### config.mk
export PLATFORM = sky130hd
export DESIGN_NAME = pipe_hazard_ctrl
export DESIGN_NICKNAME = d
export VERILOG_FILES = /design/src/rtl/pipe_hazard_ctrl_pkg.sv /design/src/rtl/pipe_hazard_ctrl_shadow.sv /design/src/rtl/pipe_hazard_ctrl.sv
export SDC_FILE = /design/constraint.sdc
export NUM_CORES = 1
export LEC_CHECK = 0
export BUFFER_PORTS_ARGS = -buffer_cell sky130_fd_sc_hd__buf_2
export CORE_ASPECT_RATIO = 0.9
export CORE_UTILIZATION = 58
export CTS_CLUSTER_SIZE = 8
export DETAILED_ROUTE_END_ITERATION = 12
export PLACE_DENSITY = 0.82
export SLEW_MARGIN = 20
export SYNTH_ARGS = -nofsm -noshare
export SYNTH_HDL_FRONTEND = slang
export SYNTH_SLANG_ARGS = --single-unit
### constraint.sdc
create_clock -name clk -period 4.6 [get_ports clk]
set_clock_uncertainty 0.05 [all_clocks]
set_input_delay 0.23 -clock clk [delete_from_list [all_inputs] [get_ports clk]]
set_output_delay 0.23 -clock clk [all_outputs]
set_load 0.03 [all_outputs]
### src/rtl/pipe_hazard_ctrl_pkg.sv
// Shared types for the pipeline hazard controller.
// Shadow-entry layout, FSM states and forwarding select codes.
package pipe_hazard_ctrl_pkg;

    localparam int REG_AW = 5;

    localparam logic [1:0] FWD_REG = 2'b00;
    localparam logic [1:0] FWD_WB  = 2'b01;
    localparam logic [1:0] FWD_MEM = 2'b10;

    typedef enum logic {
        ST_RUN      = 1'b0,
        ST_MEM_WAIT = 1'b1
    } hz_state_t;

    typedef struct packed {
        logic [REG_AW-1:0] rs1;
        logic [REG_AW-1:0] rs2;
        logic [REG_AW-1:0] rd;
        logic              wr;
        logic              load;
    } shadow_t;

    localparam shadow_t SHADOW_NONE = '0;

    // Newest producer wins; x0 never produces a forwardable value.
    function automatic logic [1:0] fwd_sel(
        input logic [REG_AW-1:0] rs,
        input shadow_t           mem,
        input shadow_t           wb
    );
        if (mem.wr && mem.rd != '0 && mem.rd == rs) return FWD_MEM;
        if (wb.wr && wb.rd != '0 && wb.rd == rs) return FWD_WB;
        return FWD_REG;
    endfunction

endpackage

### src/rtl/pipe_hazard_ctrl_shadow.sv
// One shadow pipeline entry tracking hazard fields of a stage.
// Advances with its register enable; a flush loads an empty entry.
module hazard_shadow_stage
    import pipe_hazard_ctrl_pkg::*;
(
    input  logic    clk,
    input  logic    rst_n,
    input  logic    en,
    input  logic    flush,
    input  shadow_t d,
    output shadow_t q
);

    always_ff @(posedge clk) begin
        if (!rst_n) begin
            q <= SHADOW_NONE;
        end else if (en) begin
            q <= flush ? SHADOW_NONE : d;
        end
    end

endmodule

### src/rtl/pipe_hazard_ctrl.sv
// Stall/flush/forwarding controller for the 5-stage RV32I pipeline.
// Tracks rd/rs/wr/load of EX, MEM and WB in private shadow entries.
module pipe_hazard_ctrl
    import pipe_hazard_ctrl_pkg::*;
#(
    parameter int CNT_W  = 16,
    parameter int REG_AW = pipe_hazard_ctrl_pkg::REG_AW
) (
    input  logic              clk,
    input  logic              rst_n,
    input  logic              id_valid,
    input  logic [REG_AW-1:0] id_rs1,
    input  logic [REG_AW-1:0] id_rs2,
    input  logic [REG_AW-1:0] id_rd,
    input  logic              id_reg_wr,
    input  logic              id_mem_rd,
    input  logic              id_jump,
    input  logic              ex_br_taken,
    input  logic              dmem_req,
    input  logic              dmem_ready,
    output logic              pc_en,
    output logic              ifid_en,
    output logic              ifid_flush,
    output logic              idex_en,
    output logic              idex_flush,
    output logic              exmem_en,
    output logic              memwb_en,
    output logic [1:0]        fwd_a,
    output logic [1:0]        fwd_b,
    output logic [CNT_W-1:0]  stall_cnt
);

    hz_state_t state, state_nx;
    shadow_t   id_d, ex_q, mem_q, wb_q;
    logic      mem_stall;
    logic      load_use;
    logic      unused_fields;

    assign id_d = '{
        rs1:  id_rs1,
        rs2:  id_rs2,
        rd:   id_rd,
        wr:   id_valid & id_reg_wr,
        load: id_valid & id_mem_rd
    };

    // The wait is entered combinationally so its first cycle already freezes.
    assign mem_stall = ((state == ST_MEM_WAIT) || dmem_req) && !dmem_ready;

    assign load_use = ex_q.load && ex_q.wr && (ex_q.rd != '0) && id_valid
                   && ((ex_q.rd == id_rs1) || (ex_q.rd == id_rs2));

    always_comb begin
        state_nx = state;
        unique case (state)
            ST_RUN:      if (dmem_req && !dmem_ready) state_nx = ST_MEM_WAIT;
            ST_MEM_WAIT: if (dmem_ready) state_nx = ST_RUN;
            default:     state_nx = ST_RUN;
        endcase
    end

    always_comb begin
        pc_en      = 1'b1;
        ifid_en    = 1'b1;
        ifid_flush = 1'b0;
        idex_en    = 1'b1;
        idex_flush = 1'b0;
        exmem_en   = 1'b1;
        memwb_en   = 1'b1;
        priority case (1'b1)
            mem_stall: begin
                pc_en    = 1'b0;
                ifid_en  = 1'b0;
                idex_en  = 1'b0;
                exmem_en = 1'b0;
                memwb_en = 1'b0;
            end
            ex_br_taken: begin
                ifid_flush = 1'b1;
                idex_flush = 1'b1;
            end
            load_use: begin
                pc_en      = 1'b0;
                ifid_en    = 1'b0;
                idex_flush = 1'b1;
            end
            (id_valid && id_jump): begin
                ifid_flush = 1'b1;
            end
            default: ;
        endcase
    end

    assign fwd_a = fwd_sel(ex_q.rs1, mem_q, wb_q);
    assign fwd_b = fwd_sel(ex_q.rs2, mem_q, wb_q);

    always_ff @(posedge clk) begin
        if (!rst_n) begin
            state     <= ST_RUN;
            stall_cnt <= '0;
        end else begin
            state <= state_nx;
            if (!pc_en && stall_cnt != {CNT_W{1'b1}}) begin
                stall_cnt <= stall_cnt + CNT_W'(1);
            end
        end
    end

    hazard_shadow_stage u_ex (
        .clk   (clk),
        .rst_n (rst_n),
        .en    (idex_en),
        .flush (idex_flush),
        .d     (id_d),
        .q     (ex_q)
    );

    hazard_shadow_stage u_mem (
        .clk   (clk),
        .rst_n (rst_n),
        .en    (exmem_en),
        .flush (1'b0),
        .d     (ex_q),
        .q     (mem_q)
    );

    hazard_shadow_stage u_wb (
        .clk   (clk),
        .rst_n (rst_n),
        .en    (memwb_en),
        .flush (1'b0),
        .d     (mem_q),
        .q     (wb_q)
    );

    assign unused_fields = ^{mem_q.rs1, mem_q.rs2, mem_q.load,
                             wb_q.rs1, wb_q.rs2, wb_q.load};

endmodule

==> results of run 1 <==
[cells by family after synthesis]
group | share of synthesized area
simple gates | 0.226
compound gates | 0.176
flops | 0.404
xor+xnor | 0.115
buf+inv | 0.0456
mux | 0.0264
fa+ha+maj | 0.00549
[state kept, by name (all words and copies together) (netlist names)]
name / cells
u_mem.q: 6
state: 1
u_wb.q: 6
stall_cnt: 16
u_ex.q: 17
[area by class of cell]
cell class / count / share of cell area
multi-input combinational: 198 / 0.478
sequential: 46 / 0.350
timing repair buffer: 52 / 0.101
clock buffer: 7 / 0.0290
tap: 46 / 0.0219
clock inverter: 1 / 0.0114
inverter: 6 / 0.00856
[power by group]
part	leakage, uW	internal (uW)	switching, uW
sequential	0.000374	408	14.4
combinational	0.000683	35.7	53.6
clock	0.0000524	163	130
total	0.00111	607	198
[metal layers]
metal | wire [um] | global-route usage | share of wire | vias up
met5 | 0 | 0 | 0 | -
met4 | 43 | 0.0833 | 0.0085 | 0
met3 | 274 | 0.0500 | 0.054 | 5
met2 | 2320 | 0.388 | 0.46 | 68
met1 | 2440 | 0.376 | 0.48 | 973
li1 | - | - | - | 1040
[metrics by stage]
| step | hold slack [ns] | cells | power, uW | worst slack (ns) |
|---|---|---|---|---|
| finish | 0.101 | 356 | 805 | 2.10 |
| detailed placement | 0.399 | 348 | 521 | 2.23 |
| global placement | 0.391 | 348 | 519 | 2.26 |
| global route | 0.0891 | 356 | 843 | 1.91 |
| floorplan | 0.306 | 266 | 495 | 2.10 |
| CTS | 0.0894 | 356 | 811 | 2.10 |
[path summary, 6_finish.rpt]
path,from,endpoint
hold reg to reg,u_wb.q[1],u_wb.q[1]
setup reg to reg,u_ex.q[2],stall_cnt[4]
setup / recovery,state,pc_en
hold / removal,id_rd[4],u_ex.q[6]
[Yosys cell counts (3+ instances only)]
master / n
a21oi_1: 27
a22o_1: 11
and3_1: 4
buf_4: 3
clkbuf_1: 8
dfxtp_1: 46
inv_1: 4
mux2i_1: 6
nand2_1: 43
nand2b_1: 5
nand3_1: 14
nand4_1: 6
nor2_1: 6
nor4_1: 8
o21ai_1: 5
o31ai_1: 6
or4_1: 12
xnor2_1: 16
xor2_1: 14
==> impl_metrics.ini, run 1 <==
[critical_path]
cp-end-kind = output pin
cp_common_cell = nor2_1
cp_num_buf_inv = 4
path_cells = nor2_1, nor2_1, buf_4, inv_1, o31ai_4, inv_2, buf_2
worstPathMaxFanout = 24
criticalPathCategory = reg2out
rr_worst_depth = 7
cpMaxStageDelayCell = inv_1
arrival_ns = 2.22
r2r_slack_ns = 2.19
critPathLaunchType = flop
timing.critical_path.max_delay_family = buffers and inverters
required_ns = 4.32
path_depth = 7
cp_slowest_stage_delay_ns = 0.49

[clock_network]
numCtsBuffers = 5
cts_tree = yes
hold_buffers = 0
path_clk_slew_ns = 0.08
root_buffer = clkbuf_8
clk_latency_ns = 0.29
postCtsSetupBuffers = 0
cts_sinks = 46
htree_levels = 2
clock_path_buffers = 2
cts_resized = 0

[synthesis]
async_flop_share = 0
ys.warnings.count = 0
ys_ff_latch = 46
synth_ff_type = dfxtp_1
synth_cell_types = 36
synth_top_area_frac = 0.404
avgSynthCellArea_sq_um = 8.56
yosysSeqAreaShare = 0.404
synth_cells = 266
synth_edf_count = 0
yosysTopAreaCell = dfxtp_1
synthTopCellsByArea = dfxtp_1 40%, nand2_1 7.1%, xnor2_1 6.2%
synthesis.nets = 291
syn_area_sq_mm = 0.00228

[cells_and_area]
num-fill-cells = 307
area_growth_pct = 15.5
final_area_sq_mm = 0.00263
num_antenna_cells = 0
multiInputGateArea_sq_mm = 0.00126
seqCellArea_sq_um = 921
layout_common_cells = 50 x buf_2, 46 x dfxtp_1, 43 x nand2_1
drive_gt1_frac = 0.203
final_common_cell = buf_2
nets = 334
final_core_util = 0.705

[route]
vias = 2086
dr.pass1.iters = 4
routed_wl_mm = 5.07
wl_per_cell_um = 14.2
drc = 0
drt_iter0_drc = 127
ant_nets = 0
vias_per_cell = 5.86

[placed_design]
place_area_sq_mm = 0.00252
portBuffers = 50
gp_congestion = 0.934
dp_hpwl_mm = 3.75

[run]
drv_cap = 0

[sta]
setup_viol = 0
tns_ns = 0
tightest_slew_ns = 0.903
hold_viol_final = 0
max_freq_mhz = 400
finalCriticalPeriod_ns = 2.50
rsz0062_at_grt = false
fin_crit_sh = 0.544
relSlewSlack = 0.395
report.final.slew_viol_count = 0

[floorplan]
num_rows = 21
design.core.area_sq_mm = 0.00373
die_height_um = 61.4
top_level_ports = 51
start_util = 0.610
dieWidth_um = 68.1
die_area_sq_mm = 0.00418

[pwr]
ir_drop_mv = 0.225
leakagePower_uw = 0.00111
pwr_density_cell_mw_per_mm2 = 306

[grt]
overflow = 0
grt_usage = 0.260
grt_pass1_vias = 1703
grt_start_max_net_pins = 25
grt_antenna_before_repair = 0
grt_pass1_wl_mm = 8.08

[hold_path]
worstHoldPathType = in2reg
whs_path_depth = 2

[outcome]
outcome = complete, no violations
Power figures use the tool's default switching activity.
==> inputs of run 2 (changes only) <==
Settings changed: CORE_UTILIZATION 58 to 48, PLACE_DENSITY 0.82 to 0.72.
Clock period 4.6 ns to 2.3 ns, I/O delays scaled along.
==> impl_metrics.ini, run 2 (synthesis gave the netlist of run 1 again) <==
[grt]
grt_start_max_net_pins = 22
overflow = 0
grt_pass1_wl_mm = 8.65
grt_antenna_before_repair = 0
grt_pass1_vias = 1788
grt_usage = 0.228

[sta]
hold_viol_final = 0
relSlewSlack = 0.389
report.final.slew_viol_count = 0
setup_viol = 0
tightest_slew_ns = 0.913
fin_crit_sh = 0.973
finalCriticalPeriod_ns = 2.24
max_freq_mhz = 447

[clock_network]
clock_path_buffers = 2
htree_levels = 2
clk_latency_ns = 0.29
cts_tree = yes
root_buffer = clkbuf_8
path_clk_slew_ns = 0.09
numCtsBuffers = 5
cts_sinks = 46

[critical_path]
timing.critical_path.max_delay_family = compound AO/OA/AOI/OAI gates
reg2reg_from = u_ex.q[2]
r2r_end = stall_cnt[13]
rr_worst_depth = 8
worstPathMaxFanout = 5
cp_num_buf_inv = 2
cp-end-kind = flop
critPathLaunchType = flop
arrival_ns = 2.41
criticalPathCategory = reg2reg
cpMaxStageDelayCell = or4_1
cp_slowest_stage_delay_ns = 0.51
path_cells = xnor2_1, nand3_1, o22a_1, o31ai_4, buf_6, clkinv_2, or4_1, a21oi_1
r2r_slack_ns = 0.06
required_ns = 2.48

[route]
ant_nets = 0
wl_per_cell_um = 14.4
drt_iter0_drc = 166
vias_per_cell = 5.48
dr.pass1.iters = 5
routed_wl_mm = 5.62
drc = 0
vias = 2137

[floorplan]
design.core.area_sq_mm = 0.00452
num_rows = 23
start_util = 0.504
die_area_sq_mm = 0.00502
top_level_ports = 51
dieWidth_um = 74.6
die_height_um = 67.3

[pwr]
ir_drop_mv = 0.349
leakagePower_uw = 0.00119
pwr_density_cell_mw_per_mm2 = 554

[placed_design]
portBuffers = 50
dp_hpwl_mm = 3.89
gp_congestion = 0.880
place_area_sq_mm = 0.00262

[cells_and_area]
drive_gt1_frac = 0.259
area_growth_pct = 24.0
multiInputGateArea_sq_mm = 0.00129
num_antenna_cells = 0
nets = 352
largest_reg_flops = 17
final_common_cell = buf_2
largest-register = u_ex.q
num-fill-cells = 408
top_regs = u_ex.q (17), stall_cnt (16)
seqCellArea_sq_um = 930
final_core_util = 0.625
final_area_sq_mm = 0.00282
layout_common_cells = 50 x buf_2, 43 x nand2_1, 41 x dfxtp_1

[run]
drv_cap = 0

[hold_path]
whs_path_depth = 2
hold_end = u_ex.q[13]
min-delay-start = id_rs1[1]
worstHoldPathType = in2reg

[outcome]
outcome = complete, no violations
## run 2: how the worst max path moves through the flow
stage                           from            end  depth (start not counted)
after floorplan           u_mem.q[4]       fwd_a[0]                          4
after global placement     u_ex.q[2]  stall_cnt[15]                          7
after detailed placement   u_ex.q[2]  stall_cnt[13]                          7
after CTS                  u_ex.q[3]        ifid_en                          5
after global routing       u_ex.q[6]   stall_cnt[8]                          8
final                      u_ex.q[2]  stall_cnt[13]                          8
## run 2: report_power, final
group          internal (uW)  switching [uW]
registers                817            28.8
clock network            243             263
logic                   93.4             120
total                   1150             412
## run 2: area by class of cell
type | count | share of cell area
clock buffer | 7 | 0.0306
clock inverter | 1 | 0.00177
inverter | 6 | 0.00975
multi-input combinational | 198 | 0.455
sequential | 46 | 0.329
tap | 62 | 0.0275
timing repair buffer | 68 | 0.142
timing repair inverter | 2 | 0.00354
## run 2: worst reg2reg max path, stage by stage (launching register included)
cell,delay [ns]
dfxtp_4,0.37
xnor2_1,0.17
nand3_1,0.14
o22a_1,0.26
o31ai_4,0.26
buf_6,0.16
clkinv_2,0.10
or4_1,0.51
a21oi_1,0.17
## run 2: per-layer routing
metal  GRT usage  vias up  part of all wire
li1            -     1078                 -
met1       0.330      983              0.50
met2       0.343       70              0.44
met3      0.0507        6             0.050
met4      0.0495        0            0.0091
met5           0        -                 0
## run 2: stage by stage
step,total power (uW),instances,setup slack [ns],setup TNS (ns),hold WS [ns]
6_report,1570,390,0.0629,0,0.0121
5_1_grt,1630,390,-0.0142,-0.0246,0.00880
4_1_cts,1560,385,0.00726,0,0.00462
3_5_place_dp,1050,372,0.0934,0,0.281
3_3_place_gp,1050,372,0.187,0,0.281
2_1_floorplan,990,266,0.120,0,0.191
## run 2: timing repair
| item | in CTS | in global routing |
|---|---|---|
| setup buffers | 0 | 3 |
| gates resized for setup | 0 | 11 |
| setup endpoints to repair | 0 | 13 |
| hold buffers | 5 | 0 |
| endpoints found under the hold margin | 5 | 0 |
==> inputs of run 3 (changes only) <==
--- a/config.mk
+++ b/config.mk
@@ -6,12 +6,14 @@
 export NUM_CORES = 1
 export LEC_CHECK = 0
+export ABC_AREA = 1
 export BUFFER_PORTS_ARGS = -buffer_cell sky130_fd_sc_hd__buf_2
 export CORE_ASPECT_RATIO = 0.9
-export CORE_UTILIZATION = 48
+export CORE_UTILIZATION = 53
 export CTS_CLUSTER_SIZE = 8
 export DETAILED_ROUTE_END_ITERATION = 12
-export PLACE_DENSITY = 0.72
+export PLACE_DENSITY = 0.74
 export SLEW_MARGIN = 20
 export SYNTH_ARGS = -nofsm -noshare
 export SYNTH_HDL_FRONTEND = slang
+export SYNTH_HIERARCHICAL = 1
 export SYNTH_SLANG_ARGS = --single-unit
--- a/constraint.sdc
+++ b/constraint.sdc
@@ -3,3 +3,3 @@
 set_input_delay 0.115 -clock clk [delete_from_list [all_inputs] [get_ports clk]]
 set_output_delay 0.115 -clock clk [all_outputs]
-set_load 0.03 [all_outputs]
+set_load 0.01 [all_outputs]
==> impl_metrics.ini, run 3 <==
[outcome]
outcome = complete, no violations

[route]
drt_iter0_drc = 149
dr.pass1.iters = 5
vias_per_cell = 5.09
ant_nets = 0
wl_per_cell_um = 12.0
routed_wl_mm = 5.84
vias = 2476
drc = 0

[grt]
grt_antenna_before_repair = 0
grt_start_max_net_pins = 34
grt_pass1_wl_mm = 10.2
grt_pass1_vias = 2163
overflow = 0
grt_usage = 0.227

[sta]
tns_ns = 0
setup_viol = 0
rsz0062_at_grt = false
tightest_slew_ns = 0.538
max_freq_mhz = 499
relSlewSlack = 0.641
report.final.slew_viol_count = 0
finalCriticalPeriod_ns = 2.00
fin_crit_sh = 0.871
hold_viol_final = 0
holdWs_ns = 0.0225

[cells_and_area]
largest_reg_flops = 17
drive_gt1_frac = 0.259
finalNonFillerCells = 486
largest-register = u_ex/q
final_core_util = 0.606
final_common_cell = nand2_1
layout_common_cells = 77 x nand2_1, 50 x buf_2, 47 x nand3_1
num_antenna_cells = 0
num-fill-cells = 485
top_regs = u_ex/q (17), stall_cnt (16)
area_growth_pct = 6.31
nets = 445
final_area_sq_mm = 0.00304

[critical_path]
cp-end-kind = output pin
worstPathMaxFanout = 33
critPathLaunchType = flop
arrival_ns = 1.84
criticalPathCategory = reg2out
required_ns = 2.13

[pwr]
pwr_density_cell_mw_per_mm2 = 520
ir_drop_mv = 0.359
leakagePower_uw = 0.00140

[hold_path]
worstHoldPathType = in2reg

[clock_network]
clk_latency_ns = 0.29
root_buffer = clkbuf_8
path_clk_slew_ns = 0.08
numCtsBuffers = 5
cts_resized = 0
cts_sinks = 46
cts_tree = yes
htree_levels = 2
hold_buffers = 0
clock_path_buffers = 2
postCtsSetupBuffers = 0

[placed_design]
portBuffers = 50
dp_hpwl_mm = 4.38
place_area_sq_mm = 0.00295
gp_congestion = 0.884
dp.cells = 478

[floorplan]
dieWidth_um = 79.4
start_util = 0.570
top_level_ports = 51
die_height_um = 71.6
num_rows = 24
design.core.area_sq_mm = 0.00501
die_area_sq_mm = 0.00569

[synthesis]
synth_cells = 384
ys.warnings.count = 6
syn_area_sq_mm = 0.00286
avgSynthCellArea_sq_um = 7.44

[run]
drv_cap = 0
[run 3: worst max-delay path, cell delays in order (launching register included)]
cell     delay [ns]
dfxtp_1        0.48
inv_2          0.06
nand2_1        0.06
nand2_1        0.05
nor2_1         0.13
nand3_1        0.09
nand2_1        0.10
nand3_2        0.08
nand2_4        0.26
inv_1          0.09
buf_2          0.15
[run 3: path summary, 6_finish.rpt]
path / startpoint / end / slack (ns) / cells past startpoint
max reg2reg: u_ex/q[3] / u_ex/q[12] / 0.53 / 11
min reg2reg: u_ex/q[0] / u_ex/q[0] / 0.42 / 2
max: u_ex/q[3] / ifid_en / 0.30 / 10
min: id_rd[1] / u_ex/q[3] / 0.02 / 3
[run 3: per-stage QoR]
| stage | power, uW | worst slack, ns |
|---|---|---|
| 6_report | 1580 | 0.296 |
| 4_1_cts | 1600 | 0.270 |
| 5_1_grt | 1660 | 0.129 |
| 3_5_place_dp | 1090 | 0.539 |
| 2_1_floorplan | 1070 | 0.571 |
| 3_3_place_gp | 1090 | 0.558 |
[run 3: power breakdown]
part	switching [uW]	leakage, uW	internal [uW]
Sequential	32.0	0.000374	819
Combinational	137	0.000978	88.7
Clock	261	0.0000482	243
Total	430	0.00140	1150
[run 3: per-layer routing]
metal	part of all wire	wire length, um	global-route usage	vias to the layer above
li1	-	-	-	1307
met1	0.52	3050	0.342	1103
met2	0.43	2500	0.328	62
met3	0.043	253	0.0382	4
met4	0.0067	39	0.0667	0
met5	0	0	0	-
[run 3: area by class of cell]
type / instances / area, sq um / share of cell area
repair buffers: 51 / 270 / 0.0890
inverters: 41 / 176 / 0.0581
clock inverters: 1 / 5.00 / 0.00165
multi-input cells: 275 / 1500 / 0.493
clock buffers: 7 / 86.3 / 0.0284
flip-flops and latches: 46 / 921 / 0.303
well taps: 65 / 81.3 / 0.0268
